[config.mk]
export PLATFORM = sky130hd
export DESIGN_NAME = coin_acceptor
export DESIGN_NICKNAME = d
export VERILOG_FILES = /design/src/rtl/coin_acceptor.sv
export SDC_FILE = /design/constraint.sdc
export NUM_CORES = 1
export LEC_CHECK = 0
export ABC_CLOCK_PERIOD_IN_PS = 3050
export CORE_MARGIN = 1.5
export CORE_UTILIZATION = 50
export CTS_CLUSTER_DIAMETER = 150
export CTS_CLUSTER_SIZE = 25
export DETAILED_ROUTE_END_ITERATION = 7
export GPL_TIMING_DRIVEN = 0
export PLACE_DENSITY = 0.79
export SLEW_MARGIN = 20
export SYNTH_ARGS = -nofsm -noshare
export SYNTH_HDL_FRONTEND = slang
export SYNTH_SLANG_ARGS = --single-unit
[constraint.sdc]
create_clock -name clock_50MHz -period 3.05 [get_ports clock_50MHz]
set_input_delay 0.61 -clock clock_50MHz [delete_from_list [all_inputs] [get_ports clock_50MHz]]
set_output_delay 0.61 -clock clock_50MHz [all_outputs]
set_load 0.05 [all_outputs]
[src/rtl/coin_acceptor.sv]
// Coin qualifier: synchronises and debounces the raw coin switches, then emits one
// 2-bit coin code per insertion on a valid/ready handshake, or a reject pulse.
module coin_acceptor #(
   parameter int STABLE_CYCLES = 16
) (
   input  logic       clock_50MHz,
   input  logic       async_Reset,
   input  logic [2:0] coin,
   input  logic       coin_ready,
   output logic       coin_valid,
   output logic [1:0] coin_code,
   output logic       coin_reject,
   output logic       busy,
   output logic [7:0] coin_count
);

   localparam int CW = $clog2(STABLE_CYCLES + 1);
   localparam logic [CW-1:0] LAST = CW'(STABLE_CYCLES - 1);

   typedef enum logic [1:0] {
      IDLE         = 2'd0,
      QUALIFY      = 2'd1,
      PENDING      = 2'd2,
      WAIT_RELEASE = 2'd3
   } state_t;

   state_t        r_state, w_state_nxt;
   logic [2:0]    r_sync1, r_s;
   logic [2:0]    r_cand, w_cand_nxt;
   logic [CW-1:0] r_cnt, w_cnt_nxt;
   logic [1:0]    r_code, w_code_nxt;
   logic          r_reject, w_reject_nxt;
   logic [7:0]    r_count, w_count_nxt;

   // NOTE: sequential state uses non-blocking (<=) so every flop samples the
   // pre-edge values of the others; blocking here would create ordering races.
   always_ff @(posedge clock_50MHz or negedge async_Reset) begin
      if (!async_Reset) begin
         r_sync1  <= 3'b000;
         r_s      <= 3'b000;
         r_state  <= IDLE;
         r_cand   <= 3'b000;
         r_cnt    <= '0;
         r_code   <= 2'b00;
         r_reject <= 1'b0;
         r_count  <= 8'd0;
      end else begin
         r_sync1  <= coin;
         r_s      <= r_sync1;
         r_state  <= w_state_nxt;
         r_cand   <= w_cand_nxt;
         r_cnt    <= w_cnt_nxt;
         r_code   <= w_code_nxt;
         r_reject <= w_reject_nxt;
         r_count  <= w_count_nxt;
      end
   end

   // NOTE: every output of this block gets a default first, so no path through
   // the case statement can leave a signal unassigned and infer a latch.
   always_comb begin
      w_state_nxt  = r_state;
      w_cand_nxt   = r_cand;
      w_cnt_nxt    = r_cnt;
      w_code_nxt   = r_code;
      w_reject_nxt = 1'b0;
      w_count_nxt  = r_count;
      case (r_state)
         IDLE: begin
            if (r_s != 3'b000) begin
               w_state_nxt = QUALIFY;
               w_cand_nxt  = r_s;
               w_cnt_nxt   = CW'(1);
            end
         end
         QUALIFY: begin
            if (r_s == 3'b000) begin
               w_state_nxt = IDLE;
               w_cnt_nxt   = '0;
            end else if (r_s != r_cand) begin
               w_cand_nxt = r_s;
               w_cnt_nxt  = CW'(1);
            end else if (r_cnt < LAST) begin
               w_cnt_nxt = r_cnt + CW'(1);
            end else begin
               w_cnt_nxt = '0;
               if ($onehot(r_cand)) begin
                  w_state_nxt = PENDING;
                  // 001 -> 01, 010 -> 10, 100 -> 11
                  w_code_nxt  = {r_cand[2] | r_cand[1], r_cand[2] | r_cand[0]};
               end else begin
                  w_state_nxt  = WAIT_RELEASE;
                  w_reject_nxt = 1'b1;
               end
            end
         end
         PENDING: begin
            if (coin_ready) begin
               w_state_nxt = WAIT_RELEASE;
               w_cnt_nxt   = '0;
               w_code_nxt  = 2'b00;
               if (r_count != 8'hFF) begin
                  w_count_nxt = r_count + 8'd1;
               end
            end
         end
         WAIT_RELEASE: begin
            // A still-held coin keeps resetting the release window.
            if (r_s != 3'b000) begin
               w_cnt_nxt = '0;
            end else if (r_cnt >= LAST) begin
               w_state_nxt = IDLE;
               w_cnt_nxt   = '0;
            end else begin
               w_cnt_nxt = r_cnt + CW'(1);
            end
         end
         default: begin
            w_state_nxt = IDLE;
            w_cnt_nxt   = '0;
            w_code_nxt  = 2'b00;
         end
      endcase
   end

   assign coin_valid  = (r_state == PENDING);
   assign coin_code   = r_code;
   assign coin_reject = r_reject;
   assign busy        = (r_state != IDLE);
   assign coin_count  = r_count;

endmodule
# Yosys cells after proc, flatten, opt, wreduce, memory -nomap -nowiden
# Cells that the tools add are included.
# totals
elab_cells	76
out_inout_bits	13
ff_bits	27
in_bits	6
# op_classes
eq_ne	17
bitwise_logic	2
add_sub_neg	4
muxes	32
reduce_logical	11
n_lt_le_gt_ge	2
# ops
op	n
2-to-1 mux 5 bit	7
2-to-1 mux 2 bit	12
one-hot mux 5 bit (4 select lines)	1
inequality test 2 bit, second input constant	9
AND reduction 6 bit	2
2-to-1 mux 3 bit	3
adder 8 x 1 -> 8 bit, second input constant	1
inequality test 8 bit, second input constant	1
one-hot mux 2 bit (4 select lines)	1
2-to-1 mux 1 bit	6
inequality test 3 bit, second input constant	2
one-hot mux 3 bit (2 select lines)	1
nonzero test 2 bit	3
adder 5 x 1 -> 5 bit, second input constant	1
greater-or-equal comparator 5 x 4 -> 1 bit, second input constant	1
< comparator 5 x 4 -> 1 bit, second input constant	1
== test 2 x 1 -> 1 bit, second input constant	2
== test 2 bit, second input constant	2
one-hot mux 2 bit (2 select lines)	1
AND reduction 4 bit	1
logical NOT 3 bit	1
inequality test 3 bit	1
AND reduction 3 bit	1
nonzero test 3 bit	1
other kinds (5)	6

# Longest topological paths before layout
# depth
depth_word	8
mapped_depth	8
ltp_nobuf	8

# Least setup slack after synthesis
# Ideal clock, no wire load.
# synth_path
kind	reg-to-reg
start	reg r_count[0] (netlist: coin_count[0])
end	reg r_count[1] (netlist: coin_count[1])
required_time_ns	2.925
path_slack_ns	1.094
setup_time_ns	0.125
period_less_slack_ns	1.956
n_path_buf	0
path_stages_with_launch	5
arrival_ns	1.831
cell_sequence	dfrtp_1 -> ha_1 -> and4_1 -> a41oi_2 -> mux2_2
# synth_via
elab_chain_len	2
word_cells_on_any_way	3
classes_between	add/sub (1); eq/ne (1); reduce/logical (1)
# synth_rtl
item	line	rtl
start: declaration	33	logic [7:0] r_count, w_count_nxt;
start signal: assignment	55	r_count <= w_count_nxt;
branches (longest 2 deep; another with adder 8 x 1 -> 8 bit)	-	
# Several ways; the timed one is not identified.
# A chain may end at the register's enable or synchronous reset.

# Worst setup path in the final report
# layout_path
start	reg r_state[0]
end	out busy
# layout_via
elab_chain_len	1
# layout_rtl
item	line	rtl
start: declaration	27	state_t r_state, w_state_nxt;
start signal: assignment	50	r_state <= w_state_nxt;
nonzero test 2 bit	129	assign busy = (r_state != IDLE);
end: declaration	13	output logic busy,
# Every way passes these cells.

==> metrics.md <==
| Metric | Value |
|---|---|
| Layout cells sized above 1 | 11.7% |
| Dominant synthesized flop cell | dfrtp_1 |
| Overflow left after global routing | 0 |
| Buffers on Ports | 18 |
| Commonest cells after routing, fill and taps aside | 27 x dfrtp_1, 17 x clkdlybuf4s50_1, 8 x xnor2_1, 8 x nor2_1, 7 x nand2_1 |
| Reg power frac | 52.7% |
| Clock Skew | 4.61 ps |
| Initial Util | 53.0% |
| Simple-gate portion of the synthesized area | 15.2% |
| Synth unique cells | 38 |
| GRT Util Overall | 18.3% |
| Critical R2R Launch | r_cnt[0] |
| Sw Share | 35.3% |
| Clock Power Share | 16.4% |
| Post-route ant nets | 0 |
| Post-synthesis mux area share | 4.91% |
| Gate power share | 30.8% |
| Max-slew headroom | 62.1% |
| H-tree depth | 1 |
| Synth Area in Adders | 5.29% |
| Syn avg cell area | 11.5 um^2 |
| Setup tns final | 0 ps |
| Largest family of logic cells by synthesized area | simple AND/OR/NAND/NOR gates |
| Die area | 0.00297 mm^2 |
| Fmax | 397 MHz |
| Endpoints failing setup | 0 |
| Syn Std Cell Area | 0.00132 mm^2 |
| Fill cells | 211 |
| Outcome | complete, no violations |
| Clock buffer count from CTS | 3 |
| Clock-pin slew on the worst setup and hold paths | 140 ps |
| Worst-Margin Slew | 569 ps |
| Initial DRT Pass Iterations | 4 |
| Post-synthesis xor/xnor area fraction | 6.62% |
| Post-layout min period | 2520 ps |
| Kind of critical path | reg2out |
| Post-synth net total | 126 |
| EDFF count, synth | 0 |
| Mapped Cells | 115 |
| # hold bufs at CTS | 0 |
| Initial antenna violation count | 0 |
| Sequential area share after synthesis | 51.0% |
| Internal power | 0.000580 W |
| Worst-Skew Late Latency | 310 ps |
| P_sw | 0.000316 W |
| Final Cycle Share | 82.6% |
| Crit path launch type | register |
| CORE AREA | 0.00250 mm^2 |
| CP endpoint kind | output port |
| Placer Congestion | 0.747 |
| Post-CTS Setup Repair Bufs | 0 |
| DRC | 0 |
| Clock Tree Buf Depth | 2 |
| Leakage | 0.677 nW |
| Antenna diodes | 0 |
| Crit path required time | 2440 ps |
| Final Max Tran Viols | 0 |
| CTS tree | yes |
| Ys Warns | 0 |
| P&R area growth vs syn | 18.1% |
| Max FO, Critical Path | 10 |
| Die height | 54.5 um |
| Synth Area in Compound Gates | 14.6% |
| Row count | 18 |
| Finished Core Util | 62.5% |
| Root buffer cell | clkbuf_4 |
| Commonest non-fill, non-tap cell in the layout | dfrtp_1 |
| MaxCap Viol Count | 0 |
| RSZ-0062 raised after global routing | no |
| P per Cell Area | 573 mW/mm^2 |
| Maximum vdd drop | 621 uV |
| Ys async rst share | 100% |
| Synthesis-stage register bit count | 27 |
| Final net count | 149 |
| Pin count of the biggest net entering global routing | 28 |
| Hold Crit Class | in2async |
| Io pins | 19 |
| Via count | 930 |
| Via density | 5.57 |
| Initial DRC count | 12 |
| Post-Route WL | 2290 um |
| Die width | 54.5 um |
| Routed len/inst | 13.7 um |
| Hold Vio Cnt, Final | 0 |
| Worst path arrival time | 1910 ps |
| Resized Gates After CTS | 0 |
| Worst Setup SP | r_state[0] |
| Vias in the first global route | 857 |
| Post-detail-place hpwl | 1740 um |
| Sink Count | 27 |
| Global-route wire length before repair | 3840 um |
power by group through the flow:
stage | sequential, W | combinational (W) | clock [W]
floorplan | 0.000536 | 0.000130 | 0
global placement | 0.000477 | 0.000269 | 0
detailed placement | 0.000480 | 0.000279 | 0
CTS | 0.000473 | 0.000280 | 0.000153
global route | 0.000482 | 0.000310 | 0.000166
finish | 0.000472 | 0.000276 | 0.000147
stage by stage:
stage               power [W]  setup slack [ps]  hold WS [ps]  instance area, um^2  instances
floorplan            0.000666              1090           314                 1320        115
global placement     0.000746               892           333                 1540        163
detailed placement   0.000759               871           335                 1540        163
CTS                  0.000905               510           295                 1560        167
global route         0.000958               458           311                 1560        167
finish               0.000896               530           269                 1560        167
per-layer routing:
metal	up-vias	GRT usage, %	wire length (um)
li1	459	-	-
met1	448	24.0	1030
met2	21	30.7	1120
met3	2	3.83	124
met4	0	5.00	10
met5	-	0	0
Yosys cell counts, types with 2 or more instances:
cell type,instances,area [um^2]
nor2_1,8,30.0
and3_1,2,12.5
o21ai_0,5,25.0
mux2_2,4,45.0
and2b_1,3,22.5
nand2_1,7,26.3
xor2_1,2,17.5
xnor2_1,8,70.1
ha_1,4,50.1
nand4_1,5,31.3
mux2i_1,2,20.0
a21oi_1,5,25.0
dfrtp_1,27,676
inv_1,5,18.8
nand3_1,4,20.0
a41oi_2,2,32.5
sequential cells by signal, indices dropped and copies added, names as in the netlist, named ones only:
| register | cells |
|---|---|
| coin_count | 8 |
| r_cnt | 5 |
| r_cand | 3 |
| r_s | 3 |
| r_sync1 | 3 |
| coin_code | 2 |
| coin_reject | 1 |
| r_state | 1 |
cell families after synthesis:
kind of cell	count (synthesis)
AND/OR/NAND/NOR	37
flip-flops	27
AO/OA/AOI/OAI	23
XOR/XNOR	10
buffers and inverters	7
multiplexers	6
adder cells (fa/ha/maj)	5
path summary, 6_finish.rpt:
kind                              end  slack, ps  cells past startpoint
hold / removal             r_state[0]        270                      1
max in group asynchronous   r_cand[2]       2400                      1
hold reg to reg                r_s[0]        360                      0
min in group clock_50MHz       r_s[0]        360                      0
setup / recovery                 busy        530                      3
setup reg to reg             r_cnt[2]        960                      8
cell type report:
class | count | area, um^2 | share of cell area, %
plain buffers | 2 | 12.5 | 0.801
multi-input cells | 81 | 617 | 39.5
clock buffers | 4 | 26.3 | 1.68
repair buffers | 18 | 175 | 11.2
inverters | 5 | 18.8 | 1.20
flip-flops and latches | 27 | 676 | 43.2
well taps | 30 | 37.5 | 2.40
critical path: stages, from the launching register on:
cell and delay (ps):
dfrtp_1 430, buf_4 180, or2_2 290, clkdlybuf4s50_1 700
(Power assumes the default switching activity.)
